File: src/rtl/aclint_multi.sv
// Multi-hart ACLINT slave: per-hart MSIP bits, a shared prescaled 64-bit MTIME
// and per-hart MTIMECMP registers driving MTIP, all behind one Membus port.
module aclint_multi #(
  parameter int unsigned     NUM_HARTS = 2,
  parameter int unsigned     XLEN      = 64,
  parameter logic [XLEN-1:0] BASE_ADDR = XLEN'('h0200_0000),
  parameter int unsigned     MTIME_DIV = 1
) (
  input  logic                 clk,
  input  logic                 rst,
  input  logic                 i_membus_valid,
  output logic                 o_membus_ready,
  input  logic [XLEN-1:0]      i_membus_addr,
  input  logic                 i_membus_wen,
  input  logic [63:0]          i_membus_wdata,
  input  logic [7:0]           i_membus_wmask,
  output logic                 o_membus_rvalid,
  output logic [63:0]          o_membus_rdata,
  output logic [NUM_HARTS-1:0] o_msip,
  output logic [NUM_HARTS-1:0] o_mtip,
  output logic [63:0]          o_mtime
);

  localparam int unsigned     DIV_W     = (MTIME_DIV > 1) ? $clog2(MTIME_DIV) : 1;
  localparam logic [XLEN-1:0] OFF_CMP   = XLEN'('h4000);
  localparam logic [XLEN-1:0] OFF_MTIME = XLEN'('hBFF8);

  function automatic logic [63:0] wmask_expand(input logic [7:0] mask);
    logic [63:0] bits;
    for (int i = 0; i < 8; i++) bits[8*i +: 8] = {8{mask[i]}};
    return bits;
  endfunction

  logic [XLEN-1:0]      w_off;
  logic [XLEN-1:0]      w_msip_lo;
  logic [XLEN-1:0]      w_cmp_idx;
  logic [63:0]          w_mask;
  logic [63:0]          w_rd_data;
  logic                 w_wr;
  logic                 w_rd;
  logic                 w_is_msip;
  logic                 w_is_cmp;
  logic                 w_is_mtime;
  logic                 w_tick;

  logic [NUM_HARTS-1:0] r_msip;
  logic [63:0]          r_mtimecmp [NUM_HARTS];
  logic [63:0]          r_mtime;
  logic [DIV_W-1:0]     r_div;
  logic                 r_rvalid;
  logic [63:0]          r_rdata;

  assign w_off      = (i_membus_addr - BASE_ADDR) & ~XLEN'(7);
  assign w_wr       = i_membus_valid & i_membus_wen;
  assign w_rd       = i_membus_valid & ~i_membus_wen;
  assign w_is_msip  = w_off < OFF_CMP;
  assign w_is_cmp   = (w_off >= OFF_CMP) && (w_off < OFF_MTIME);
  assign w_is_mtime = w_off == OFF_MTIME;
  // Doubleword k of the MSIP region covers harts 2k and 2k+1, so hart = off/4.
  assign w_msip_lo  = w_off >> 2;
  assign w_cmp_idx  = (w_off - OFF_CMP) >> 3;
  assign w_mask     = wmask_expand(i_membus_wmask);
  assign w_tick     = r_div == DIV_W'(MTIME_DIV - 1);

  always_comb begin
    // NOTE: every combinational output gets a default first so a decode miss cannot infer a latch.
    w_rd_data = '0;
    for (int h = 0; h < NUM_HARTS; h++) begin
      if (w_is_msip && (XLEN'(h) == w_msip_lo))        w_rd_data[0]  = r_msip[h];
      if (w_is_msip && (XLEN'(h) == w_msip_lo + 1'b1)) w_rd_data[32] = r_msip[h];
      if (w_is_cmp  && (XLEN'(h) == w_cmp_idx))        w_rd_data     = r_mtimecmp[h];
    end
    if (w_is_mtime) w_rd_data = r_mtime;
  end

  always_ff @(posedge clk or negedge rst) begin
    if (!rst) begin
      r_msip <= '0;
      // NOTE: the compare array is architectural state that must power up all-ones so no
      // MTIP fires out of reset; it is reset explicitly like any other register.
      for (int h = 0; h < NUM_HARTS; h++) r_mtimecmp[h] <= '1;
    end else if (w_wr) begin
      // NOTE: non-blocking updates mean every register samples pre-edge values, which is
      // what lets a read in the same cycle see the old state.
      for (int h = 0; h < NUM_HARTS; h++) begin
        if (w_is_msip && (XLEN'(h) == w_msip_lo) && w_mask[0])
          r_msip[h] <= i_membus_wdata[0];
        if (w_is_msip && (XLEN'(h) == w_msip_lo + 1'b1) && w_mask[32])
          r_msip[h] <= i_membus_wdata[32];
        if (w_is_cmp && (XLEN'(h) == w_cmp_idx))
          r_mtimecmp[h] <= (i_membus_wdata & w_mask) | (r_mtimecmp[h] & ~w_mask);
      end
    end
  end

  // A bus write to mtime overrides a coincident tick; the prescaler keeps running.
  always_ff @(posedge clk or negedge rst) begin
    if (!rst) begin
      r_div   <= '0;
      r_mtime <= '0;
    end else begin
      r_div <= w_tick ? '0 : r_div + 1'b1;
      if (w_wr && w_is_mtime)
        r_mtime <= (i_membus_wdata & w_mask) | (r_mtime & ~w_mask);
      else if (w_tick)
        r_mtime <= r_mtime + 64'd1;
    end
  end

  always_ff @(posedge clk or negedge rst) begin
    if (!rst) begin
      r_rvalid <= 1'b0;
      r_rdata  <= '0;
    end else begin
      r_rvalid <= i_membus_valid;
      if (w_rd) r_rdata <= w_rd_data;
    end
  end

  for (genvar h = 0; h < NUM_HARTS; h++) begin : g_mtip
    assign o_mtip[h] = r_mtime >= r_mtimecmp[h];
  end

  assign o_membus_ready  = 1'b1;
  assign o_membus_rvalid = r_rvalid;
  assign o_membus_rdata  = r_rdata;
  assign o_msip          = r_msip;
  assign o_mtime         = r_mtime;

endmodule

File: config.mk
export PLATFORM = sky130hd
export DESIGN_NAME = aclint_multi
export DESIGN_NICKNAME = d
export VERILOG_FILES = /design/src/rtl/aclint_multi.sv
export SDC_FILE = /design/constraint.sdc
export NUM_CORES = 1
export LEC_CHECK = 0
export BUFFER_PORTS_ARGS = -buffer_cell sky130_fd_sc_hd__buf_2
export CAP_MARGIN = 20
export CELL_PAD_IN_SITES_DETAIL_PLACEMENT = 1
export CELL_PAD_IN_SITES_GLOBAL_PLACEMENT = 1
export CORE_ASPECT_RATIO = 0.75
export CORE_MARGIN = 3
export CORE_UTILIZATION = 40
export CTS_CLUSTER_SIZE = 24
export DETAILED_ROUTE_END_ITERATION = 6
export PLACE_DENSITY = 0.82
export SLEW_MARGIN = 10
export SYNTH_ARGS = -nofsm -noshare
export SYNTH_HDL_FRONTEND = slang
export SYNTH_SLANG_ARGS = --single-unit
export TNS_END_PERCENT = 5
File: constraint.sdc
create_clock -name clk -period 6.2 [get_ports clk]
set_clock_uncertainty 0.05 [all_clocks]
set_input_delay 1.24 -clock clk [delete_from_list [all_inputs] [get_ports clk]]
set_output_delay 1.24 -clock clk [all_outputs]
set_load 0.02 [all_outputs]
==> qor.csv <==
stage,metric,value,unit
hold_path,hold-critical path endpoint,o_membus_rdata[21],
clock_tree,clock buffer count from CTS,30,
sta,"Hold Vio Cnt, Final",0,
global_routing,antenna violations before repair,2,
route,router iterations before antenna repair,5,
hold_path,Min-Delay Startpoint,o_membus_rdata[21],
sta,count of final setup violators,0,
floorplanning,I/O pin count,274,
power_and_ir_drop,P_sw,1.04,mW
placement,gpl congestion,0.863,
synthesis,Syn Std Cell Area,0.0172,mm2
route,average wire length per cell after detail routing,22.5,um
sta,pin slew with the least headroom to its limit,1.05,ns
cells_and_area,area grow syn2layout,17.3,%
power_and_ir_drop,peak supply drop,186,uV
power_and_ir_drop,internal power consumption,2.93,mW
global_routing,pin count of the biggest net entering global routing,111,
clock_tree,quantity of gates resized following cts,0,
sta,final worst path period share,89.4,%
power_and_ir_drop,Net Sw Frac,26.3,%
route,count of antenna-violating nets left after detailed routing,0,
synthesis,Yosys reg bits,259,
sta,Final min period,5.54,ns
power_and_ir_drop,proportion of power drawn by combinational gates,9.6,%
synthesis,nets in the synthesized netlist,2113,
sta,final number of max-transition violations,0,
cells_and_area,number of nets in the final layout,2356,
hold_path,class of the worst hold path,reg2reg,
synthesis,fraction of registers with async set/reset,100,%
floorplanning,overall die area,0.0455,mm2
clock_tree,depth of the CTS H-tree,1,
power_and_ir_drop,Lkg Pwr,8.62,nW
global_routing,number of global-route vias before repair,16538,
sta,Worst Hold Margin,0.453,ns
synthesis,yosys synthesis warning count,0,
power_and_ir_drop,power per standard cell area,197,mW/mm2
route,DRC,0,
run_status,status,"finished, final reports clean",
sta,post-layout worst setup margin,0.655,ns
hold_path,number of cells on the worst hold path,2,
worst_setup_path,R2R setup slack,2.54,ns
synthesis,mean post-synth cell area,9.34,um2
global_routing,combined global-route utilization of all metal layers,25.9,%
worst_setup_path,Crit path arrival time,4.25,ns
global_routing,first-pass GRT wire length,93.5,mm
placement,Place WS,0.723,ns
placement,hpwl dp,44.8,mm
synthesis,number of standard cells after synthesis,1840,
route,Total Wirelength,60.2,mm
power_and_ir_drop,Reg power frac,44.5,%
clock_tree,# Post-CTS Setup Buffers,0,
cells_and_area,"commonest cells after routing, fill and taps aside","267 x sky130_fd_sc_hd__buf_2, 194 x sky130_fd_sc_hd__nor2_1, 162 x sky130_fd_sc_hd__inv_1",
clock_tree,Max clock buf depth,3,
worst_setup_path,kind of critical path,reg2out,
route,number of violations reported at the end of detailed-routing iteration 0,1060,
cells_and_area,"most common cell after layout, fill and taps aside",sky130_fd_sc_hd__buf_2,
worst_setup_path,required time of the critical path,4.91,ns
floorplanning,Die X,245,um
cells_and_area,number of antenna cells inserted,0,
floorplanning,Die Y,185,um
synthesis,"EDFF count, synth",0,
synthesis,dominant register cell in the synthesized netlist,sky130_fd_sc_hd__dfrtp_1,
synthesis,"Seq/Total Area, Yosys",38.7,%
route,total via count in the routed design,15808,
clock_tree,clock insertion delay at the later pin of the skew report,0.57,ns
worst_setup_path,worst reg-to-reg path cell count,9,
sta,tightest slew margin relative to the limit,29.8,%
worst_setup_path,Critical Path Start Type,register,
sta,total negative slack for setup checks,0,ns
clock_tree,CTS tree,done,
power_and_ir_drop,Clk pwr share,46.0,%
cells_and_area,fraction of layout cells with a size suffix above 1,29.7,%
run,max cap viols,0,
placement,DP Area,0.0192,mm2
power_and_ir_drop,overall power consumption,3.97,mW
sta,unrepaired setup endpoints after global routing,no,
cells_and_area,Finished Cell Area,0.0201,mm2
floorplanning,standard-cell row count,65,
placement,Buffers on Ports,269,
floorplanning,placeable core region,0.0422,mm2
clock_tree,root buffer selected by CTS,sky130_fd_sc_hd__clkbuf_16,
clock_tree,post-cts hold buffer count,0,
worst_setup_path,largest driver fanout on the critical path,7,
global_routing,sum of overflow across all layers after global routing,0,
clock_tree,clk sinks,259,
route,vias per inst,5.91,
sta,Max Clk Rate,180,MHz
synthesis,number of unique standard cell types used by synthesis,79,
clock_tree,clock transition at the register clock pins on the worst setup and hold paths after CTS,0.06,ns
floorplanning,initial core utilization,40.7,%
worst_setup_path,CP Capture Type,output pin,
[synthesized netlist by cell type, types with 8 or more instances]
cell                       instances  area (um2)
sky130_fd_sc_hd__a221o_1          10         100
sky130_fd_sc_hd__or4_1             8        60.1
sky130_fd_sc_hd__dfrtp_1         131        3280
sky130_fd_sc_hd__o211ai_1          8        60.1
sky130_fd_sc_hd__mux2_2          113        1270
sky130_fd_sc_hd__a221oi_1         65         569
sky130_fd_sc_hd__o22ai_1          10        62.6
sky130_fd_sc_hd__and2_1           21         131
sky130_fd_sc_hd__and3_1           34         213
sky130_fd_sc_hd__a21oi_1          65         325
sky130_fd_sc_hd__nand4_4           8         170
sky130_fd_sc_hd__clkbuf_1         57         214
sky130_fd_sc_hd__nand4_1          57         357
sky130_fd_sc_hd__nor2_1          195         732
sky130_fd_sc_hd__buf_1             8        30.0
sky130_fd_sc_hd__nor2b_1          17         106
sky130_fd_sc_hd__nor3b_1           8        60.1
sky130_fd_sc_hd__or3_1            15        93.8
sky130_fd_sc_hd__a22oi_1          21         158
sky130_fd_sc_hd__a31oi_1           8        50.1
sky130_fd_sc_hd__nand3_1          40         200
sky130_fd_sc_hd__o21ai_0         116         581
sky130_fd_sc_hd__inv_1           162         608
sky130_fd_sc_hd__nor4_1           17         106
sky130_fd_sc_hd__mux2i_1          18         180
sky130_fd_sc_hd__nand2_1         140         526
sky130_fd_sc_hd__ha_1            133        1660
sky130_fd_sc_hd__mux2_1           20         225
sky130_fd_sc_hd__o31ai_1          10        75.1
sky130_fd_sc_hd__dfstp_2         128        3360
sky130_fd_sc_hd__nor3_1           23         115
sky130_fd_sc_hd__a21o_1           33         248
sky130_fd_sc_hd__or2_2             9        56.3
sky130_fd_sc_hd__nand2b_1         11        68.8
sky130_fd_sc_hd__buf_2            11        55.1
sky130_fd_sc_hd__o32ai_1          13         114
sky130_fd_sc_hd__a211oi_1          9        67.6
[worst max path at each step]
stage / to / startpoint / cells past startpoint / slack [ns]
2_1_floorplan: register / i_membus_addr[25] / 15 / 1.28
3_3_place_gp: register / i_membus_addr[25] / 13 / 0.76
3_5_place_dp: register / i_membus_addr[25] / 13 / 0.72
4_1_cts: o_mtip[0] / register / 12 / 0.68
5_1_grt: o_mtip[0] / register / 12 / 0.59
6_report: o_mtip[0] / register / 12 / 0.66
[logic make-up (layout without fill, tap and decap cells)]
family | Yosys count | in the layout | share of synthesized area, %
AO/OA/AOI/OAI | 413 | 413 | 16.5
XOR/XNOR | 6 | 6 | 0.306
adder cells (fa/ha/maj) | 133 | 133 | 9.69
buffers and inverters | 242 | 509 | 5.48
flip-flops | 259 | 259 | 38.7
multiplexers | 151 | 151 | 9.77
other | 1 | 1 | 0.0218
AND/OR/NAND/NOR | 635 | 635 | 19.6
[routing by layer]
metal,share of wire (%),vias up,global-route usage [%]
met5,0,-,0
met4,2.6,0,6.75
met3,5.2,110,3.96
met2,46,462,42.7
met1,46,8027,35.8
li1,-,7209,-
[stage by stage]
| stage | util [%] | instances |
|---|---|---|
| after CTS | 47.7 | 2676 |
| final | 47.7 | 2676 |
| after detailed placement | 45.4 | 2620 |
| after global routing | 47.7 | 2676 |
| after floorplan | - | 1840 |
| after global placement | 45.4 | 2620 |
[worst max-delay path, stage by stage (launching register included)]
cell and delay [ns]:
sky130_fd_sc_hd__dfrtp_1 0.49, sky130_fd_sc_hd__inv_1 0.12, sky130_fd_sc_hd__ha_1 0.31, sky130_fd_sc_hd__nand2b_1 0.16
sky130_fd_sc_hd__a21o_1 0.19, sky130_fd_sc_hd__a21oi_1 0.14, sky130_fd_sc_hd__o21ai_0 0.14, sky130_fd_sc_hd__o21ai_0 0.64
sky130_fd_sc_hd__o211ai_1 0.27, sky130_fd_sc_hd__a221o_1 0.42, sky130_fd_sc_hd__a21oi_1 0.41, sky130_fd_sc_hd__o31ai_1 0.20
sky130_fd_sc_hd__buf_2 0.20
[power by group through the flow]
stage	Sequential (mW)	Clock, mW	Combinational, mW
after floorplan	1.85	0	0.116
after global placement	1.79	0	0.374
after detailed placement	1.79	0	0.383
after CTS	1.77	1.86	0.385
after global routing	1.77	1.92	0.418
final	1.77	1.83	0.380
[cell type report]
cell class / instances / area [um2]
Clock buffer: 48 / 900
Clock inverter: 8 / 92.6
Fill cell: 4926 / 22100
Inverter: 162 / 608
Multi-Input combinational cell: 1339 / 9630
Sequential cell: 259 / 6640
Tap cell: 569 / 712
Timing Repair Buffer: 291 / 1560
No activity file was read; power rests on OpenSTA's default activity.
